`src/rtl/cpu_pkg.sv`:
```
// Shared definitions for the control sequencer: stage encodings, instruction
// class opcodes and instruction field positions measured from the IR MSB.
package cpu_pkg;

    // Processor stage encodings, also exported on the stage debug port.
    typedef enum logic [2:0] {
        ST_LOAD     = 3'd0,
        ST_FETCH    = 3'd1,
        ST_DECODE   = 3'd2,
        ST_EXECUTE  = 3'd3,
        ST_MEM_WAIT = 3'd4,
        ST_HALT     = 3'd5
    } stage_e;

    // Bit positions inside the instruction class one-hot vector.
    localparam int CLS_IMM  = 0;
    localparam int CLS_JMP  = 1;
    localparam int CLS_MEM  = 2;
    localparam int CLS_HALT = 3;
    localparam int CLS_NOP  = 4;
    localparam int CLS_ADV  = 5;
    localparam int CLS_W    = 6;

    // Top-nibble opcode patterns; IMM matches on bit 3, JMP on [3:2],
    // MEM on [3:1], NOP/HALT and ADV on the whole nibble.
    localparam logic [3:0] OPC_IMM = 4'b1000;
    localparam logic [3:0] OPC_JMP = 4'b0100;
    localparam logic [3:0] OPC_MEM = 4'b0010;
    localparam logic [3:0] OPC_NOP = 4'b0000;
    localparam logic [3:0] OPC_ADV = 4'b0001;

    // HALT is the NOP opcode with every remaining low bit set.
    function automatic logic is_halt_tail(input logic [63:0] low_bits, input int width);
        logic all_ones;
        all_ones = 1'b1;
        for (int i = 0; i < width; i++) begin
            all_ones = all_ones & low_bits[i];
        end
        return all_ones;
    endfunction

    // Field offsets, all relative to the instruction MSB.
    function automatic int opc_lsb(input int ir_w);
        return ir_w - 32'sd4;
    endfunction

    function automatic int imm_alu_msb(input int ir_w);
        return ir_w - 32'sd2;
    endfunction

    function automatic int cond_msb(input int ir_w);
        return ir_w - 32'sd3;
    endfunction

    function automatic int wr_acc_bit(input int ir_w);
        return ir_w - 32'sd4;
    endfunction

    function automatic int mem_alu_msb(input int ir_w);
        return ir_w - 32'sd5;
    endfunction

endpackage

```
`src/rtl/instr_class_decode.sv`:
```
// Combinational instruction classifier: splits the IR into a class one-hot
// plus the ALU mode, jump condition index and accumulator-write flag.
module instr_class_decode
    import cpu_pkg::*;
#(
    parameter int IR_W       = 12,
    parameter int SR_W       = 4,
    parameter int ALU_MODE_W = 4,
    localparam int CIDX_W    = $clog2(SR_W)
) (
    input  logic [IR_W-1:0]       ir,
    output logic [CLS_W-1:0]      class_oh,
    output logic [ALU_MODE_W-1:0] alu_mode,
    output logic [CIDX_W-1:0]     cond_idx,
    output logic                  wr_acc
);

    localparam int OPC_LSB  = opc_lsb(IR_W);
    localparam int IMM_MSB  = imm_alu_msb(IR_W);
    localparam int COND_MSB = cond_msb(IR_W);
    localparam int WR_BIT   = wr_acc_bit(IR_W);
    localparam int MEM_MSB  = mem_alu_msb(IR_W);
    localparam int TAIL_W   = IR_W - 4;

    logic [3:0]  opc_s;
    logic [63:0] tail_s;

    // Classify by the top nibble, first match wins; ALU mode only for IMM/MEM.
    always_comb begin
        opc_s    = ir[OPC_LSB +: 4];
        tail_s   = 64'(ir[TAIL_W-1:0]);
        class_oh = {CLS_W{1'b0}};
        alu_mode = {ALU_MODE_W{1'b0}};
        cond_idx = ir[COND_MSB -: CIDX_W];
        wr_acc   = ir[WR_BIT];
        if (opc_s[3] == OPC_IMM[3]) begin
            class_oh[CLS_IMM] = 1'b1;
            alu_mode          = ALU_MODE_W'(ir[IMM_MSB -: 3]);
        end else if (opc_s[3:2] == OPC_JMP[3:2]) begin
            class_oh[CLS_JMP] = 1'b1;
        end else if (opc_s[3:1] == OPC_MEM[3:1]) begin
            class_oh[CLS_MEM] = 1'b1;
            alu_mode          = ALU_MODE_W'(ir[MEM_MSB -: 4]);
        end else if (opc_s == OPC_NOP) begin
            if (is_halt_tail(tail_s, TAIL_W)) begin
                class_oh[CLS_HALT] = 1'b1;
            end else begin
                class_oh[CLS_NOP] = 1'b1;
            end
        end else begin
            // Only OPC_ADV remains once the patterns above are excluded.
            class_oh[CLS_ADV] = 1'b1;
        end
    end

endmodule

```
`src/rtl/control_sequencer.sv`:
```
// Processor control sequencer: owns the stage register and drives the
// datapath enables/selects from the current stage and instruction class.
module control_sequencer
    import cpu_pkg::*;
#(
    parameter int IR_W       = 12,
    parameter int SR_W       = 4,
    parameter int ALU_MODE_W = 4
) (
    input  logic                  clk,
    input  logic                  rst_n,
    input  logic                  load_done,
    input  logic                  start,
    input  logic                  load_req,
    input  logic                  dmem_ready,
    input  logic [IR_W-1:0]       ir,
    input  logic [SR_W-1:0]       sr,
    output logic [2:0]            stage,
    output logic                  halted,
    output logic [ALU_MODE_W-1:0] alu_mode,
    output logic                  pc_e,
    output logic                  acc_e,
    output logic                  sr_e,
    output logic                  ir_e,
    output logic                  dr_e,
    output logic                  pmem_e,
    output logic                  pmem_le,
    output logic                  dmem_e,
    output logic                  dmem_we,
    output logic                  alu_e,
    output logic                  mux1_sel,
    output logic                  mux2_sel
);

    localparam int CIDX_W = $clog2(SR_W);

    stage_e                  state_r;
    stage_e                  next_s;
    logic [CLS_W-1:0]        class_s;
    logic [ALU_MODE_W-1:0]   dec_alu_s;
    logic [CIDX_W-1:0]       cond_idx_s;
    logic                    wr_acc_s;
    logic                    cond_s;

    instr_class_decode #(
        .IR_W       (IR_W),
        .SR_W       (SR_W),
        .ALU_MODE_W (ALU_MODE_W)
    ) u_decode (
        .ir       (ir),
        .class_oh (class_s),
        .alu_mode (dec_alu_s),
        .cond_idx (cond_idx_s),
        .wr_acc   (wr_acc_s)
    );

    assign cond_s = sr[cond_idx_s];
    assign stage  = state_r;

    // Stage register; reset aborts any instruction and returns to LOAD.
    always_ff @(posedge clk or negedge rst_n) begin
        if (!rst_n) begin
            state_r <= ST_LOAD;
        end else begin
            state_r <= next_s;
        end
    end

    // Next stage and datapath controls; everything idles low unless set here.
    always_comb begin
        next_s   = state_r;
        halted   = 1'b0;
        alu_mode = {ALU_MODE_W{1'b0}};
        pc_e     = 1'b0;
        acc_e    = 1'b0;
        sr_e     = 1'b0;
        ir_e     = 1'b0;
        dr_e     = 1'b0;
        pmem_e   = 1'b0;
        pmem_le  = 1'b0;
        dmem_e   = 1'b0;
        dmem_we  = 1'b0;
        alu_e    = 1'b0;
        mux1_sel = 1'b0;
        mux2_sel = 1'b0;
        case (state_r)
            ST_LOAD: begin
                pmem_e  = 1'b1;
                pmem_le = 1'b1;
                if (load_done) begin
                    next_s = ST_FETCH;
                end else begin
                    next_s = ST_LOAD;
                end
            end
            ST_FETCH: begin
                ir_e   = 1'b1;
                pmem_e = 1'b1;
                next_s = ST_DECODE;
            end
            ST_DECODE: begin
                if (class_s[CLS_MEM]) begin
                    // Data memory access starts here and stalls until ready.
                    dmem_e = 1'b1;
                    dr_e   = dmem_ready;
                    if (dmem_ready) begin
                        next_s = ST_EXECUTE;
                    end else begin
                        next_s = ST_DECODE;
                    end
                end else begin
                    next_s = ST_EXECUTE;
                end
            end
            ST_EXECUTE: begin
                if (class_s[CLS_IMM]) begin
                    pc_e     = 1'b1;
                    acc_e    = 1'b1;
                    sr_e     = 1'b1;
                    alu_e    = 1'b1;
                    mux1_sel = 1'b1;
                    mux2_sel = 1'b0;
                    alu_mode = dec_alu_s;
                    next_s   = ST_FETCH;
                end else if (class_s[CLS_JMP]) begin
                    pc_e     = 1'b1;
                    mux1_sel = cond_s;
                    next_s   = ST_FETCH;
                end else if (class_s[CLS_MEM] && wr_acc_s) begin
                    pc_e     = 1'b1;
                    acc_e    = 1'b1;
                    sr_e     = 1'b1;
                    alu_e    = 1'b1;
                    alu_mode = dec_alu_s;
                    next_s   = ST_FETCH;
                end else if (class_s[CLS_MEM]) begin
                    // Store: PC/SR only advance on the cycle the write is taken.
                    dmem_e   = 1'b1;
                    dmem_we  = 1'b1;
                    alu_e    = 1'b1;
                    alu_mode = dec_alu_s;
                    pc_e     = dmem_ready;
                    sr_e     = dmem_ready;
                    if (dmem_ready) begin
                        next_s = ST_FETCH;
                    end else begin
                        next_s = ST_MEM_WAIT;
                    end
                end else if (class_s[CLS_NOP]) begin
                    pc_e     = 1'b1;
                    mux1_sel = 1'b1;
                    next_s   = ST_FETCH;
                end else if (class_s[CLS_ADV]) begin
                    pc_e     = 1'b1;
                    mux1_sel = 1'b0;
                    next_s   = ST_FETCH;
                end else if (class_s[CLS_HALT]) begin
                    next_s = ST_HALT;
                end else begin
                    next_s = ST_LOAD;
                end
            end
            ST_MEM_WAIT: begin
                dmem_e   = 1'b1;
                dmem_we  = 1'b1;
                alu_e    = 1'b1;
                alu_mode = dec_alu_s;
                pc_e     = dmem_ready;
                sr_e     = dmem_ready;
                if (dmem_ready) begin
                    next_s = ST_FETCH;
                end else begin
                    next_s = ST_MEM_WAIT;
                end
            end
            ST_HALT: begin
                halted = 1'b1;
                if (load_req) begin
                    next_s = ST_LOAD;
                end else if (start) begin
                    next_s = ST_FETCH;
                end else begin
                    next_s = ST_HALT;
                end
            end
            default: begin
                pmem_e  = 1'b1;
                pmem_le = 1'b1;
                next_s  = ST_LOAD;
            end
        endcase
    end

endmodule

```
`config.mk`:
```
export PLATFORM = sky130hd
export DESIGN_NAME = control_sequencer
export DESIGN_NICKNAME = d
export VERILOG_FILES = /design/src/rtl/cpu_pkg.sv /design/src/rtl/instr_class_decode.sv /design/src/rtl/control_sequencer.sv
export SDC_FILE = /design/constraint.sdc
export NUM_CORES = 1
export LEC_CHECK = 0
export CORE_MARGIN = 5
export CORE_UTILIZATION = 35
export DETAILED_ROUTE_END_ITERATION = 10
export HOLD_SLACK_MARGIN = 0.02
export PLACE_DENSITY = 0.84
export SETUP_SLACK_MARGIN = 0.05
export SYNTH_ARGS = -nofsm -noshare
export SYNTH_HDL_FRONTEND = slang
export SYNTH_HIERARCHICAL = 1
export SYNTH_SLANG_ARGS = --single-unit
```
`constraint.sdc`:
```
create_clock -name clk -period 3.5 [get_ports clk]
set_input_delay 1.05 -clock clk [delete_from_list [all_inputs] [get_ports clk]]
set_output_delay 1.05 -clock clk [all_outputs]
set_load 0.01 [all_outputs]
```
After elaboration in Yosys (flattened, before gate mapping)
Cells that the tools add are included. W data, S select, Z words.

Register bits after elaboration: 3. Output and inout port bits: 20. Word-level logic and storage cells: 92.

Order comparisons: 1. Equal/unequal tests: 7. Multiplexer cells: 71. Bitwise gates (word level): 7. Reductions and logical operators: 5.

Operators with widths (number): $mux W1 (41); $mux W3 (12); $mux W4 (8); $pmux W3 S6 (1); $pmux W1 S2 (4); $pmux W4 S2 (1); $and A1 B1 Y1 (7); $eq A3 B1 Y1 const B (2); $eq A3 B2 Y1 const B (2); $eq A3 B3 Y1 const B (2); $mux W5 (1); $reduce_or A5 Y1 (1); $logic_not A4 Y1 (1); $reduce_or A4 Y1 (1); $logic_not A3 Y1 (1); $lt A2 B3 Y1 const B (1); $pmux W1 S3 (1); $bmux W1 S2 (1); $eq A2 B1 Y1 const B (1); $mux W2 (1); $logic_and A1 B1 Y1 (1).

Longest topological paths before layout
Depth after elaboration: 20. Depth in mapped cells: 6.

By module
Netlist, hierarchy kept.

Modules (own cells, without submodules): control_sequencer (times used 1, cells an instance 60, area an instance 486.7 um^2); instr_class_decode (times used 1, cells an instance 19, area an instance 141.4 um^2).

Worst setup path before layout
Ideal clock, no wire load.

Path type: input-to-output. From: input ir[9]. To: output pc_e. Data arrival time: 2.245 ns. Required time: 2.450 ns. Setup slack: 0.205 ns. Stages: 5. Path buffers: 0. Cells stage by stage: or4_1 > a21oi_1 > nor2_1 > o211a_1 > o22ai_1.

Elaborated cells between the ends (all ways): 16. Those cells by class: 1 x eq/ne; 13 x mux; 2 x reduce/logical.

RTL lines: from (decl) (RTL line control_sequencer.sv:16) `input logic [IR_W-1:0] ir,`; $logic_not A4 Y1 (RTL line instr_class_decode.sv:44) `end else if (opc_s == OPC_NOP) begin`; $mux W2 (RTL line instr_class_decode.sv:44); $mux W3 * (RTL line instr_class_decode.sv:41) `end else if (opc_s[3:1] == OPC_MEM[3:1]) begin`; $mux W4 * (RTL line instr_class_decode.sv:39) `end else if (opc_s[3:2] == OPC_JMP[3:2]) begin`; $mux W5 * (RTL line instr_class_decode.sv:36) `if (opc_s[3] == OPC_IMM[3]) begin`; named net class_s[4] (RTL line control_sequencer.sv:39) `logic [CLS_W-1:0] class_s;`; $mux W1 * (RTL line control_sequencer.sv:149) `end else if (class_s[CLS_NOP]) begin`; $mux W1 * (RTL line control_sequencer.sv:136) `end else if (class_s[CLS_MEM]) begin`; $mux W1 * (RTL line control_sequencer.sv:129) `end else if (class_s[CLS_MEM] && wr_acc_s) begin`; $mux W1 * (RTL line control_sequencer.sv:125) `end else if (class_s[CLS_JMP]) begin`; $mux W1 * (RTL line control_sequencer.sv:116) `if (class_s[CLS_IMM]) begin`; $pmux W1 S2 * (RTL line control_sequencer.sv:86) `case (state_r)`; to (decl) (RTL line control_sequencer.sv:21) `output logic pc_e,`.

Mark *: on every way through the listed nets, which the timed path passes. The rest lies on a longest branch.

Final worst setup path
From: input ir[11]. To: output pc_e.

Elaborated cells between the ends (all ways): 19. Those cells by class: 2 x eq/ne; 15 x mux; 2 x reduce/logical.

RTL lines (RTL line): $logic_not A4 Y1 (instr_class_decode.sv:44); $mux W2 (instr_class_decode.sv:44); $mux W3 (instr_class_decode.sv:41); $mux W4 (instr_class_decode.sv:39); $mux W5 * (instr_class_decode.sv:36); named net class_s[4] (control_sequencer.sv:39); $mux W1 * (control_sequencer.sv:149); $mux W1 * (control_sequencer.sv:136); $mux W1 * (control_sequencer.sv:129); $mux W1 * (control_sequencer.sv:125); $mux W1 * (control_sequencer.sv:116); $pmux W1 S2 * (control_sequencer.sv:86).

Marks and branches as above.

==> results_dict.tcl <==
set metrics [dict create \
    first_pass_iters 4 \
    synthCells 79 \
    final_cell_area_um2 1246 \
    synthesis.area_um2 628.1 \
    fillers 123 \
    place_congestion 0.7409 \
    async_flop_share 1.000 \
    portBuffers 40 \
    hold_viol 0 \
    grt_max_degree 15 \
    fin_nets 160 \
    cts-htree-levels 1 \
    status "completed" \
    path_clk_slew_ps 40 \
    peakVddDrop_uv 227.0 \
    track_usage 0.1802 \
    yosys_warnings 6 \
    synth_fa_ha_area_frac 0 \
    tritoncts "built" \
    finalWirelength_um 2312 \
    synth_ff_type "dfrtp_1" \
    maxCapViolCount 0 \
    critPathCaptureType "output pin" \
    path_class "in -> out" \
    cp.arrival_ps 2400 \
    syn-num-nets 101 \
    layout.cells.most_common "clkdlybuf4s50_1" \
    drtIter0Drc 1 \
    layout.cells.non_filler 162 \
    worstSkewPairLatency_ps 240 \
    ant_nets 0 \
    die_x_um 52.36 \
    p_leak_nw 0.5932 \
    post-dp-hpwl_um 1672 \
    std_cell_rows 15 \
    synth.distinct_cells 41 \
    cts.sinks 3 \
    skew_ps 0.3231 \
    hold_ws_ps 662.0 \
    path_max_fanout 3 \
    route.detailed.wl_per_inst_um 14.27 \
    layout_common_cells "22 x clkdlybuf4s50_1, 21 x buf_4, 8 x buf_2, 5 x nor2_1, 5 x buf_6" \
    grt_overflow 0 \
    synth-edff-count 0 \
    synth_compound_area_frac 0.3287 \
    area_growth_pct 98.41 \
    num_vias 836 \
    dp.cells 150 \
    period_minus_slack_ps 3453 \
    clockBufferDepth 2 \
    placement.cell_area_um2 1112 \
    p_per_area_nw_per_um2 381.5 \
    fmax_mhz 289.6 \
    worst_setup_path_start_kind "primary input" \
    antenna_found_initial 0 \
    seq_area_frac_synth 0.1195 \
    io_pins 42 \
    synth_xor_area_frac 0.02789 \
    synth_top_family_by_area "simple AND/OR/NAND/NOR gates" \
    yosys.area_share.simple 0.3526 \
    antenna_cells 0 \
    largest_register_ffs 3 \
    drive_above_1_share 0.4161 \
    synth-seq-cells 3 \
    fp.dieH_um 52.36 \
    coreArea_um2 1708 \
    drcViolationCount 0 \
    slew_violations 0 \
    hp-class "reg -> reg" \
    cts_buffers 3 \
    grt_pass1_wl_um 3677 \
    muxShareOfSynthArea 0.05179 \
    syn_avg_cell_area_um2 7.951 \
    cts-root-buf "clkbuf_4" \
    rsz0062_at_grt "true" \
    vias_per_cell 5.160 \
    die_area_um2 2742 \
    final.period_utilization 0.9864 \
    holdBufCountCts 0 \
    required_ps 2450 \
    setup_viol 0 \
    grt_pass1_vias 907 \
    start_util 0.3678 \
]
## area by class of cell
class                           instances  area (µm²)  share of cell area
Multi-Input combinational cell         65       554.3              0.4448
Clock buffer                            4       26.28             0.02108
Sequential cell                         3       75.07             0.06024
Tap cell                               25       31.28             0.02510
Inverter                                1       3.754            0.003012
Timing Repair Buffer                   64       555.5              0.4458
## cells by family after synthesis
group | after synthesis
other cells | 1
buf+inv | 11
simple gates | 36
compound gates | 24
flops | 3
xor+xnor | 2
mux | 2
## stage by stage
step,power (W),setup TNS [ps],setup slack [ps],util
2_1_floorplan,0.0002456,0,205.1,-
3_3_place_gp,0.0003956,-6753,-764.0,0.6513
3_5_place_dp,0.0004029,-7071,-853.9,0.6513
4_1_cts,0.0004763,0,53.65,0.7231
5_1_grt,0.0005136,0,16.43,0.7297
6_report,0.0004754,0,47.47,0.7297
## critical path, stage by stage
cell     delay (ps)
buf_6            90
or4_4           540
a21oi_4         180
nor2_2           70
o211a_1         220
o22ai_2         100
buf_2           160
## repair_timing
item	CTS	global route
gates resized for setup	64	8
setup buffers	8	0
endpoints found under the setup margin	12	11
pin swaps	8	8
## cells in the mapped netlist (3+ instances only)
library cell,instances,share of area
a21boi_1,4,0.048
and3b_1,4,0.056
buf_2,3,0.024
buf_4,7,0.084
dfrtp_1,3,0.12
nand2_1,4,0.024
nor2_1,7,0.042
nor2b_1,4,0.040
nor3b_1,3,0.036
## metal layers
layer | global-route usage | routed length, µm
met1 | 0.1519 | 822
met5 | 0 | 0
met2 | 0.3616 | 1230
met4 | 0.1064 | 51
met3 | 0.04843 | 208
## final timing paths
path | from | end | slack (ps) | cells past startpoint
worst max-delay path | ir[11] | pc_e | 50 | 7
worst min-delay path | stage[2] | stage[1] | 660 | 1
worst max register to register | stage[0] | stage[0] | 2230 | 2
worst min register to register | stage[2] | stage[1] | 660 | 1
max in group asynchronous | rst_n | stage[0] | 2370 | 1
min in group asynchronous | rst_n | stage[2] | 990 | 1
## power breakdown
part | internal (W) | switching [W]
registers | 0.0000475 | 0.0000433
logic | 0.000194 | 0.000128
clock network | 0.0000428 | 0.0000195
total | 0.000284 | 0.000191
No activity file was read; power rests on OpenSTA's default activity.
